`src/rtl/rr_mux_arbiter_if.sv`:
```
// Handshake/data bundle between four requesters, the arbiter and its downstream sink.
// slave modport is the arbiter's view; master modport is the requester/sink side.
interface rr_mux_arbiter_if #(
  parameter int N = 8
);
  logic [3:0]   req;
  logic [3:0]   lst;
  logic [N-1:0] d0;
  logic [N-1:0] d1;
  logic [N-1:0] d2;
  logic [N-1:0] d3;
  logic [3:0]   ack;
  logic         out_ready;
  logic         out_valid;
  logic [N-1:0] out_data;
  logic         out_last;
  logic [1:0]   out_src;
  logic         busy;

  modport slave (
    input  req, lst, d0, d1, d2, d3, out_ready,
    output ack, out_valid, out_data, out_last, out_src, busy
  );

  modport master (
    output req, lst, d0, d1, d2, d3, out_ready,
    input  ack, out_valid, out_data, out_last, out_src, busy
  );
endinterface

```
`src/rtl/rr_mux_arbiter.sv`:
```
// Packet-level round-robin 4:1 mux: the winner keeps the output until its last beat.
// Latency: 1 cycle arbitration, then ack and registered output beat 1 cycle after ack.
// Backpressure: beats are acked only when the output register is empty or draining.
module rr_mux_arbiter #(
  parameter int N = 8
) (
  input  logic             clk,
  input  logic             rst,
  rr_mux_arbiter_if.slave  bus
);

  typedef enum logic {IDLE, LOCK} state_t;

  state_t       state, state_nxt;
  logic [1:0]   owner, owner_nxt;
  logic [1:0]   ptr, ptr_nxt;
  logic         busy_q, busy_nxt;

  logic [1:0]   pick;
  logic         pick_vld;
  logic         accept;
  logic [3:0]   ack_w;
  logic [N-1:0] sel_d;

  logic         out_valid_q;
  logic [N-1:0] out_data_q;
  logic         out_last_q;
  logic [1:0]   out_src_q;

  // Round-robin search starting just after the last served requester; nearest wins.
  always_comb begin
    pick     = 2'd0;
    pick_vld = 1'b0;
    for (int k = 4; k >= 1; k--) begin
      if (bus.req[ptr + 2'(k)]) begin
        pick     = ptr + 2'(k);
        pick_vld = 1'b1;
      end
    end
  end

  // 4:1 data mux indexed by the locked owner.
  always_comb begin
    sel_d = bus.d0;
    case (owner)
      2'd0: sel_d = bus.d0;
      2'd1: sel_d = bus.d1;
      2'd2: sel_d = bus.d2;
      2'd3: sel_d = bus.d3;
      default: sel_d = bus.d0;
    endcase
  end

  // Owner's beat is consumed when it is present and the output register can take it.
  always_comb begin
    accept = (state == LOCK) && bus.req[owner] && (!out_valid_q || bus.out_ready);
    ack_w  = 4'd0;
    if (accept) ack_w[owner] = 1'b1;
  end

  // Next-state: lock onto a winner in IDLE, release on the accepted last beat.
  always_comb begin
    state_nxt = state;
    owner_nxt = owner;
    ptr_nxt   = ptr;
    busy_nxt  = busy_q;
    case (state)
      IDLE: begin
        if (pick_vld) begin
          owner_nxt = pick;
          state_nxt = LOCK;
          busy_nxt  = 1'b1;
        end
      end
      LOCK: begin
        if (accept && bus.lst[owner]) begin
          state_nxt = IDLE;
          ptr_nxt   = owner;
          busy_nxt  = 1'b0;
        end
      end
      default: begin
        state_nxt = IDLE;
        busy_nxt  = 1'b0;
      end
    endcase
  end

  // Control state; ptr resets to 3 so requester 0 is searched first.
  always_ff @(posedge clk or posedge rst) begin
    if (rst) begin
      state  <= IDLE;
      owner  <= 2'd0;
      ptr    <= 2'd3;
      busy_q <= 1'b0;
    end else begin
      state  <= state_nxt;
      owner  <= owner_nxt;
      ptr    <= ptr_nxt;
      busy_q <= busy_nxt;
    end
  end

  // Output register: load on accept, empty on drain, hold while stalled.
  always_ff @(posedge clk or posedge rst) begin
    if (rst) begin
      out_valid_q <= 1'b0;
      out_data_q  <= '0;
      out_last_q  <= 1'b0;
      out_src_q   <= 2'd0;
    end else if (accept) begin
      out_valid_q <= 1'b1;
      out_data_q  <= sel_d;
      out_last_q  <= bus.lst[owner];
      out_src_q   <= owner;
    end else if (bus.out_ready) begin
      out_valid_q <= 1'b0;
    end
  end

  assign bus.ack       = ack_w;
  assign bus.out_valid = out_valid_q;
  assign bus.out_data  = out_data_q;
  assign bus.out_last  = out_last_q;
  assign bus.out_src   = out_src_q;
  assign bus.busy      = busy_q;

endmodule

```
`src/flat_wrapper.sv`:
```
// flat-port wrapper written by rule: the top's interface ports become plain ports
module rr_mux_arbiter_flat 
#(
  parameter int N = 8
)
  (clk, rst, bus_req, bus_lst, bus_d0, bus_d1, bus_d2, bus_d3, bus_out_ready, bus_ack, bus_out_valid, bus_out_data, bus_out_last, bus_out_src, bus_busy);
  rr_mux_arbiter_if #(.N(N)) bus_i ();
  input  logic clk;
  input  logic rst;
  input wire logic [$bits(bus_i.req)-1:0] bus_req;
  input wire logic [$bits(bus_i.lst)-1:0] bus_lst;
  input wire logic [$bits(bus_i.d0)-1:0] bus_d0;
  input wire logic [$bits(bus_i.d1)-1:0] bus_d1;
  input wire logic [$bits(bus_i.d2)-1:0] bus_d2;
  input wire logic [$bits(bus_i.d3)-1:0] bus_d3;
  input wire logic [$bits(bus_i.out_ready)-1:0] bus_out_ready;
  output wire logic [$bits(bus_i.ack)-1:0] bus_ack;
  output wire logic [$bits(bus_i.out_valid)-1:0] bus_out_valid;
  output wire logic [$bits(bus_i.out_data)-1:0] bus_out_data;
  output wire logic [$bits(bus_i.out_last)-1:0] bus_out_last;
  output wire logic [$bits(bus_i.out_src)-1:0] bus_out_src;
  output wire logic [$bits(bus_i.busy)-1:0] bus_busy;
  assign bus_i.req = bus_req;
  assign bus_i.lst = bus_lst;
  assign bus_i.d0 = bus_d0;
  assign bus_i.d1 = bus_d1;
  assign bus_i.d2 = bus_d2;
  assign bus_i.d3 = bus_d3;
  assign bus_i.out_ready = bus_out_ready;
  assign bus_ack = bus_i.ack;
  assign bus_out_valid = bus_i.out_valid;
  assign bus_out_data = bus_i.out_data;
  assign bus_out_last = bus_i.out_last;
  assign bus_out_src = bus_i.out_src;
  assign bus_busy = bus_i.busy;
  rr_mux_arbiter #(.N(N)) u_core (.clk(clk), .rst(rst), .bus(bus_i));
endmodule
```
`config.mk`:
```
export PLATFORM = sky130hd
export DESIGN_NAME = rr_mux_arbiter_flat
export DESIGN_NICKNAME = d
export VERILOG_FILES = /design/src/rtl/rr_mux_arbiter_if.sv /design/src/rtl/rr_mux_arbiter.sv /design/src/flat_wrapper.sv
export SDC_FILE = /design/constraint.sdc
export NUM_CORES = 1
export LEC_CHECK = 0
export CAP_MARGIN = 40
export CORE_AREA = 3 3 57 59
export CTS_BUF_LIST = sky130_fd_sc_hd__clkbuf_8
export DETAILED_ROUTE_END_ITERATION = 10
export DIE_AREA = 0 0 60 62
export HOLD_SLACK_MARGIN = 0.03
export PLACE_DENSITY = 0.79
export SLEW_MARGIN = 10
export SYNTH_ARGS = -nofsm -noshare
export SYNTH_HDL_FRONTEND = slang
export SYNTH_SLANG_ARGS = --single-unit
```
`constraint.sdc`:
```
create_clock -name clk -period 2.4 [get_ports clk]
set_input_delay 0.36 -clock clk [delete_from_list [all_inputs] [get_ports clk]]
set_output_delay 0.36 -clock clk [all_outputs]
set_load 0.01 [all_outputs]
```
==> results of run 1 <==
repair_timing:
item | in CTS | in global routing
endpoints found under the setup margin | 2 | 1
gates resized for setup | 2 | 1
cloned | 0 | 0
Yosys cell counts, types with 3 or more instances:
cell type | number | area [um^2]
mux2_2 | 4 | 45.04
inv_1 | 4 | 15.01
mux4_2 | 5 | 112.6
nand2_1 | 14 | 52.55
mux2_4 | 7 | 105.1
mux4_1 | 5 | 131.4
nor2_1 | 3 | 11.26
clkbuf_1 | 3 | 11.26
dfrtp_1 | 16 | 400.4
critical path, cell delays in order:
cell and delay (ns):
clkdlybuf4s50_1 0.46, mux4_2 0.50, and3_4 0.22, and3_1 0.17, dlygate4sd2_1 0.28
per-layer routing:
layer	vias up	track usage
li1	442	-
met1	457	0.1890
met2	45	0.2901
met3	3	0.04545
met4	0	0.02848
met5	-	0
logic make-up (layout without fill, tap and decap cells):
kind of cell,after synthesis,after routing,share of synthesized area
AO/OA/AOI/OAI,8,8,0.05587
multiplexers,21,21,0.3667
buffers and inverters,9,76,0.04540
flip-flops,18,18,0.4214
AND/OR/NAND/NOR,25,25,0.1106
sequential cells by signal, summed over array words and instances (netlist names):
signal / flops
u_core.owner: 2
u_core.bus.out_last: 1
u_core.state: 1
u_core.bus.out_valid: 1
u_core.ptr: 2
u_core.bus.busy: 1
u_core.bus.out_src: 2
u_core.bus.out_data: 8
power groups by stage:
stage               clock [mW]  combinational, mW  sequential [mW]
floorplan                    0              0.663            0.610
global placement             0               1.14            0.573
detailed placement           0               1.16            0.581
CTS                      0.250               1.16            0.577
global route             0.264               1.24            0.598
finish                   0.244               1.14            0.574
final cells by class:
class / count / area share
clock buffer: 4 / 0.03070
inverter: 4 / 0.008374
multi-input combinational: 54 / 0.3196
sequential: 18 / 0.2526
tap: 31 / 0.02163
timing repair buffer: 68 / 0.3671
path summary, 6_finish.rpt:
kind | slack, ns | end | cells after the start
max in group asynchronous | 1.46 | u_core.bus.out_data[7]$_DFFE_PP0P_ | 2
setup / recovery | 0.04 | bus_ack[3] | 5
setup reg to reg | 0.57 | u_core.ptr[0]$_DFFE_PP1P_ | 5
hold / removal | 0.47 | u_core.bus.out_last$_DFFE_PP0P_ | 2
min in group asynchronous | 0.51 | u_core.bus.out_data[2]$_DFFE_PP0P_ | 2
hold reg to reg | 0.47 | u_core.bus.out_last$_DFFE_PP0P_ | 2
stage by stage:
step	setup TNS (ns)	cell area [um^2]	worst slack [ns]	utilization
after floorplan	0	1075	0.5243	-
after global placement	-0.1829	1738	-0.1122	0.6302
after detailed placement	-0.2310	1738	-0.1352	0.6302
after CTS	0	1790	0.06212	0.6493
after global routing	-0.007300	1793	-0.007300	0.6502
final	0	1793	0.04357	0.6502
==> flow_summary.json, run 1 <==
{
  "clk_latency_ns": 0.25,
  "cts_max_level": 1,
  "antenna_found_initial": 0,
  "drtIter0Drc": 20,
  "multi_input_area_um2": 573.1,
  "wl_per_cell_um": 15.39,
  "power_mw": 1.961,
  "dr_wl_met2_mm": 1.502,
  "postRouteAntennaNets": 0,
  "fin_cells": 179,
  "ys_warn_count": 0,
  "syn_avg_cell_area_um2": 13.27,
  "postCtsHoldBufs": 0,
  "routabilityCongestion": 0.7561,
  "tightest_slew_ns": 0.6759,
  "sw_frac_of_total": 0.3197,
  "n_antenna_cell": 0,
  "drc_errors": 0,
  "grt_max_degree": 19,
  "hold_ws_ns": 0.4732,
  "period_share": 0.9818,
  "port_buffers": 59,
  "clockBufferDepth": 2,
  "slew_viol_final": 0,
  "reg2reg_from": "u_core.owner[0]$_DFFE_PP0P_",
  "fp-row-count": 19,
  "synthCells": 81,
  "synth-seq-cells": 18,
  "drv_cap": 0,
  "areaGrowthSynthToFinish_pct": 66.82,
  "startpoint": "bus_req[0]",
  "num_vias": 947,
  "routed.top_layer": "met4",
  "yosysSeqAreaShare": 0.4214,
  "crit_path_max_fanout": 5,
  "wirelength_met1_um": 988,
  "hold_start": "u_core.bus.out_last$_DFFE_PP0P_",
  "max_slew_margin": 0.5489,
  "end_kind": "output pin",
  "p_int_mw": 1.334,
  "async_reset_ff_frac": 1.000,
  "regArea_um2": 452.9,
  "pwr-share-seq": 0.293,
  "core_area_um2": 2758,
  "cts.sinks": 18,
  "required_ns": 2.04,
  "start_kind": "input port",
  "io_pins": 60,
  "nFillCells": 216,
  "first_pass_iters": 4,
  "post_cts_buffers": 0,
  "cts_made_buffers": 3,
  "synth_fp_nets": 124,
  "worstPathArrival_ns": 2.00,
  "power_frac_comb": 0.583,
  "cts.clk_slew.worst_paths_ns": 0.07,
  "start_util": 0.3897,
  "grt_usage": 0.1593,
  "viasPerCell": 5.291,
  "grt_overflow": 0,
  "fp.dieArea_um2": 3720,
  "fmax_mhz": 424.4,
  "p_clk_frac": 0.124,
  "die_w_um": 60,
  "worstHoldPathType": "flop to flop",
  "routed_wl_mm": 2.754,
  "drive_gt1_frac": 0.2230,
  "fp.dieH_um": 62,
  "ir_drop_uv": 748.3,
  "dp_cells": 175,
  "grt_pass1_vias": 911,
  "met3WireLength_um": 255,
  "crit_type": "input port to output pin",
  "p_leak_nw": 0.8001,
  "outcome": "finished clean",
  "synthFlopType": "dfrtp_1",
  "cts_tree": "done",
  "clock_skew_ns": 0.001358,
  "finalHoldViolations": 0,
  "final_cell_mix": "clkdlybuf4s50_1 (56), dfrtp_1 (16), nand2_1 (14)",
  "syn_area_um2": 1075,
  "final_common_cell": "clkdlybuf4s50_1",
  "period_needed_ns": 2.356,
  "switchingPower_mw": 0.6271,
  "cts_root_buf": "clkbuf_8",
  "fin_nets": 192,
  "setup_viol": 0,
  "synth_cell_type_count": 24,
  "grt_pass1_wl_mm": 4.291,
  "synth-edff-count": 0,
  "power-per-cell-area_nw_per_um2": 1094
}
Power figures use the tool's default switching activity.
==> run 2: changes to the inputs <==
--- a/config.mk
+++ b/config.mk
@@ -5,7 +5,7 @@
 export SDC_FILE = /design/constraint.sdc
 export NUM_CORES = 1
 export LEC_CHECK = 0
-export CAP_MARGIN = 40
+export CAP_MARGIN = 25
 export CORE_AREA = 3 3 57 59
 export CTS_BUF_LIST = sky130_fd_sc_hd__clkbuf_8
 export DETAILED_ROUTE_END_ITERATION = 10
==> results of run 2 <==
No change in the layout: final DEF, timing and power equal those of run 1.
==> variant 1, RTL diff (settings of run 1) <==
`N` is set to 8 in 3 places; all go to 4.
--- a/src/rtl/rr_mux_arbiter_if.sv
+++ b/src/rtl/rr_mux_arbiter_if.sv
@@ -1,7 +1,7 @@
 // Handshake/data bundle between four requesters, the arbiter and its downstream sink.
 // slave modport is the arbiter's view; master modport is the requester/sink side.
 interface rr_mux_arbiter_if #(
-  parameter int N = 8
+  parameter int N = 4
 );
   logic [3:0]   req;
   logic [3:0]   lst;
--- a/src/rtl/rr_mux_arbiter.sv
+++ b/src/rtl/rr_mux_arbiter.sv
@@ -2,7 +2,7 @@
 // Latency: 1 cycle arbitration, then ack and registered output beat 1 cycle after ack.
 // Backpressure: beats are acked only when the output register is empty or draining.
 module rr_mux_arbiter #(
-  parameter int N = 8
+  parameter int N = 4
 ) (
   input  logic             clk,
   input  logic             rst,
--- a/src/flat_wrapper.sv
+++ b/src/flat_wrapper.sv
@@ -1,7 +1,7 @@
 // flat-port wrapper written by rule: the top's interface ports become plain ports
 module rr_mux_arbiter_flat 
 #(
-  parameter int N = 8
+  parameter int N = 4
 )
   (clk, rst, bus_req, bus_lst, bus_d0, bus_d1, bus_d2, bus_d3, bus_out_ready, bus_ack, bus_out_valid, bus_out_data, bus_out_last, bus_out_src, bus_busy);
   rr_mux_arbiter_if #(.N(N)) bus_i ();
Ports: changed (5 resized); port bits go from 60 to 40. No check against the original RTL was run, so the function may have changed too.
==> variant 1 against run 1 <==
  * Non-clock buffer count down 26
  * Worst setup slack improved by 0.10 ns
  * Via count down 18%
  * First-iteration DRC count is 55% higher
  * Total power decreased by 22%
  * Final area fell by 24%
  * Routed wire length down 10%
  * Sequential cell count down 4
  * Synthesized area shrank 18%
  * Synthesized cell count is 9.9% lower
==> variant 1: results <==
[outcome]
status = "completed"

[detailed_routing]
routedWlPerCell_um = 17.0
drt_first_iter_violations = 31
dr.pass1.iters = 3
viasPerCell = 5.32

[final_layout]
fillCellCount = 259
drive_above_1_share_pct = 28.9
final_nets = 142
largest_reg_flops = 4
final_cells = 145
fin_util_pct = 49.3

[placement]
dp_slack_ns = 0.0139
dpl-instance-area_um2 = 1310
port_buffers = 39
gp_congestion = 0.828

[timing]
fmax_ghz = 0.443
skew_ns = 0.00363
hold_ws_ns = 0.469
slew_headroom_pct = 61.6

[global_route]
grt_start_max_net_pins = 15
grt_pass1_vias = 811
grt_usage_pct = 13.3
grt_first_pass_wirelength_um = 3660

[logic_synthesis]
yosysSeqAreaShare_pct = 40.2
syn-num-nets = 100
synth_mux_area_share_pct = 27.4
synth-compound-area-share_pct = 13.0
yosys-top-cells-count = "dfrtp_1, mux2_2, mux4_2, nand2_1"
ys_types = 31
synth.area.top_cells = "dfrtp_1, mux4_2, mux2_2"
synth_cells = 73

[critical_path]
worstSetupStartpointType = "primary input"
r2r_setup_slack_ns = 0.56
regToRegEndpoint = "u_core.bus.out_data[3]"
crit_family = "buffers and inverters"
worstSetupEndpoint = "bus_ack[1]"
ff2ff_path_depth = 3
slowest_delay_ns = 0.57
worst_path_max_delay_cell = "clkdlybuf4s50_1"
startpoint = "bus_out_ready"
critPathArrivalTime_ns = 1.90
critPathMaxFanout = 3

[pwr]
power.leakage_nw = 0.545
peakVddDrop_mv = 0.833
switching_share_pct = 34.5

[clock_network]
ctsResizeCount = 1

[worst_hold_path]
hold_path.class = "in -> async"
variant 1: cell type report:
| type | count | share of cell area [%] |
|---|---|---|
| inverters | 3 | 0.828 |
| multi-input cells | 51 | 36.1 |
| flip-flops and latches | 14 | 25.9 |
| clock buffers | 4 | 4.05 |
| repair buffers | 42 | 30.3 |
| well taps | 31 | 2.85 |
variant 1: power by group through the flow:
stage                     clock network [W]  logic (W)  registers, W
after floorplan                           0   0.000518      0.000456
after global placement                    0   0.000784      0.000485
after detailed placement                  0   0.000809      0.000496
after CTS                          0.000237   0.000813      0.000493
after global routing               0.000249   0.000864      0.000512
final                              0.000237   0.000803      0.000495
variant 1: routing by layer:
layer / up-vias / share of wire [%] / track usage (%)
li1: 359 / - / -
met1: 390 / 39 / 15.7
met2: 21 / 56 / 24.7
met3: 2 / 4.7 / 2.89
met4: 0 / 0.85 / 2.85
met5: - / 0 / 0
==> variant 2, RTL diff (settings of run 1) <==
Made on the original files. Make the reset (`rst`) synchronous in 2 clocked blocks.
--- a/src/rtl/rr_mux_arbiter.sv
+++ b/src/rtl/rr_mux_arbiter.sv
@@ -87,7 +87,7 @@
   end
 
   // Control state; ptr resets to 3 so requester 0 is searched first.
-  always_ff @(posedge clk or posedge rst) begin
+  always_ff @(posedge clk) begin
     if (rst) begin
       state  <= IDLE;
       owner  <= 2'd0;
@@ -102,7 +102,7 @@
   end
 
   // Output register: load on accept, empty on drain, hold while stalled.
-  always_ff @(posedge clk or posedge rst) begin
+  always_ff @(posedge clk) begin
     if (rst) begin
       out_valid_q <= 1'b0;
       out_data_q  <= '0;
Function: differs if rst is asserted again (counterexample within 4 cycles, from zero or initial values and one cycle with rst high); with rst held inactive, the same outputs for 10 cycles.
==> variant 2 against run 1 <==
  * Final area fell by 2.3%
  * Clock skew increased by 0.00077 ns
  * Sequential cell count unchanged
  * Routed wire length increased by 9.5%
  * Worst setup slack better by 0.039 ns
  * Synthesized area fell by 2.8%
Power is not compared: it rests on default switching activity, and its combinational part moved more than twofold at a synthesized area within 25%.
==> variant 2: results <==
[critical_path]
regToRegEndpoint = "u_core.ptr[1]"
critPathMaxFanout = 3
critPathArrivalTime_ns = 1.96
slowest_delay_ns = 0.49
startpoint = "bus_req[3]"
worstSetupEndpoint = "bus_ack[1]"
worst_path_max_delay_cell = "clkdlybuf4s50_1"
r2r_start = "u_core.owner[0]"

[detailed_routing]
drt_first_iter_violations = 22
via_count = 1009
drt-total-wl_um = 3020
dr.pass1.iters = 4

[placement]
dpl-instance-area_um2 = 1690
gp_congestion = 0.748
port_buffers = 59

[logic_synthesis]
yosys-top-cells-count = "dfxtp_1, nor2_1, mux2i_1"
yosysSeqAreaShare_pct = 34.5
syn-num-nets = 140
synth_ff_type = "dfxtp_1"
ys_types = 28
yosys_warnings = 0
synthArstFlopShare_pct = 0
synth.area.top_cells = "dfxtp_1, mux4_2, mux4_1"

[clock_network]
root_buffer = "clkbuf_8"
clk_path_buf_depth = 2
clkLatencyLatePin_ns = 0.25
clkTransAtPathRegs_ns = 0.06

[final_layout]
fillCellCount = 242
final_nets = 207
drive_above_1_share_pct = 15.3

[global_route]
grt_usage_pct = 16.7
grt_first_pass_wirelength_um = 4620
grt_start_max_net_pins = 20

[worst_hold_path]
hold_path.class = "reg -> reg"

[outcome]
status = "completed"

[timing]
slew_headroom_pct = 54.2
skew_ns = 0.00212
## variant 2: cell type report
class / instances / area [µm²] / share of cell area (%)
clock buffer: 4 / 55.1 / 3.14
inverter: 1 / 3.75 / 0.214
multi-input combinational: 71 / 628 / 35.9
sequential: 18 / 360 / 20.6
tap: 31 / 38.8 / 2.21
timing repair buffer: 69 / 666 / 38.0
## variant 2: logic make-up (layout without fill, tap and decap cells)
kind of cell | Yosys count | after routing | synth area share [%]
and+or+nand+nor | 35 | 35 | 17.6
muxes | 21 | 21 | 33.7
DFF | 18 | 18 | 34.5
AOI/OAI and AO/OA | 15 | 15 | 8.62
buffers and inverters | 8 | 74 | 5.63
## variant 2: how the worst min path moves through the flow
stage / from / end / depth (start not counted)
global route: u_core.bus.out_last / u_core.bus.out_last / 2
detailed placement: u_core.bus.out_last / u_core.bus.out_last / 2
CTS: u_core.bus.out_last / u_core.bus.out_last / 2
finish: u_core.bus.out_last / u_core.bus.out_last / 2
floorplan: u_core.bus.out_last / u_core.bus.out_last / 2
global placement: u_core.bus.out_last / u_core.bus.out_last / 2
## variant 2: power by group
part | internal [W] | leakage, nW | switching [W]
combinational | 0.000177 | 0.538 | 0.000101
clock | 0.000145 | 0.0288 | 0.0000926
sequential | 0.000323 | 0.147 | 0.0000197
total | 0.000645 | 0.715 | 0.000214
## variant 2: layer usage
layer	global-route usage (%)	share of wire [%]	vias to the layer above
met5	0	0	-
met4	5.70	0.96	0
met3	4.34	12	4
met2	31.6	49	47
met1	18.0	38	463
li1	-	-	495
## variant 2: what timing repair did
| action | in CTS | in global routing |
|---|---|---|
| resized for setup | 2 | 2 |
| hold endpoints to repair | 0 | 0 |
| endpoints found under the setup margin | 2 | 2 |
| buffers inserted | 1 | 0 |
## variant 2: per-stage QoR
step           hold WS [ns]  cells  setup WS [ns]  TNS [ns]
4_1_cts               0.482    194        0.00597         0
6_report              0.477    194         0.0829         0
3_5_place_dp          0.465    189        -0.0447   -0.0849
3_3_place_gp          0.448    189        -0.0287   -0.0453
2_1_floorplan         0.481     97          0.699         0
5_1_grt               0.519    194         0.0369         0
## variant 2: tightest hold or removal path, stage by stage (launching register included)
cell and delay [ns]:
dfxtp_1 0.31, nand2_1 0.06, a21oi_1 0.06
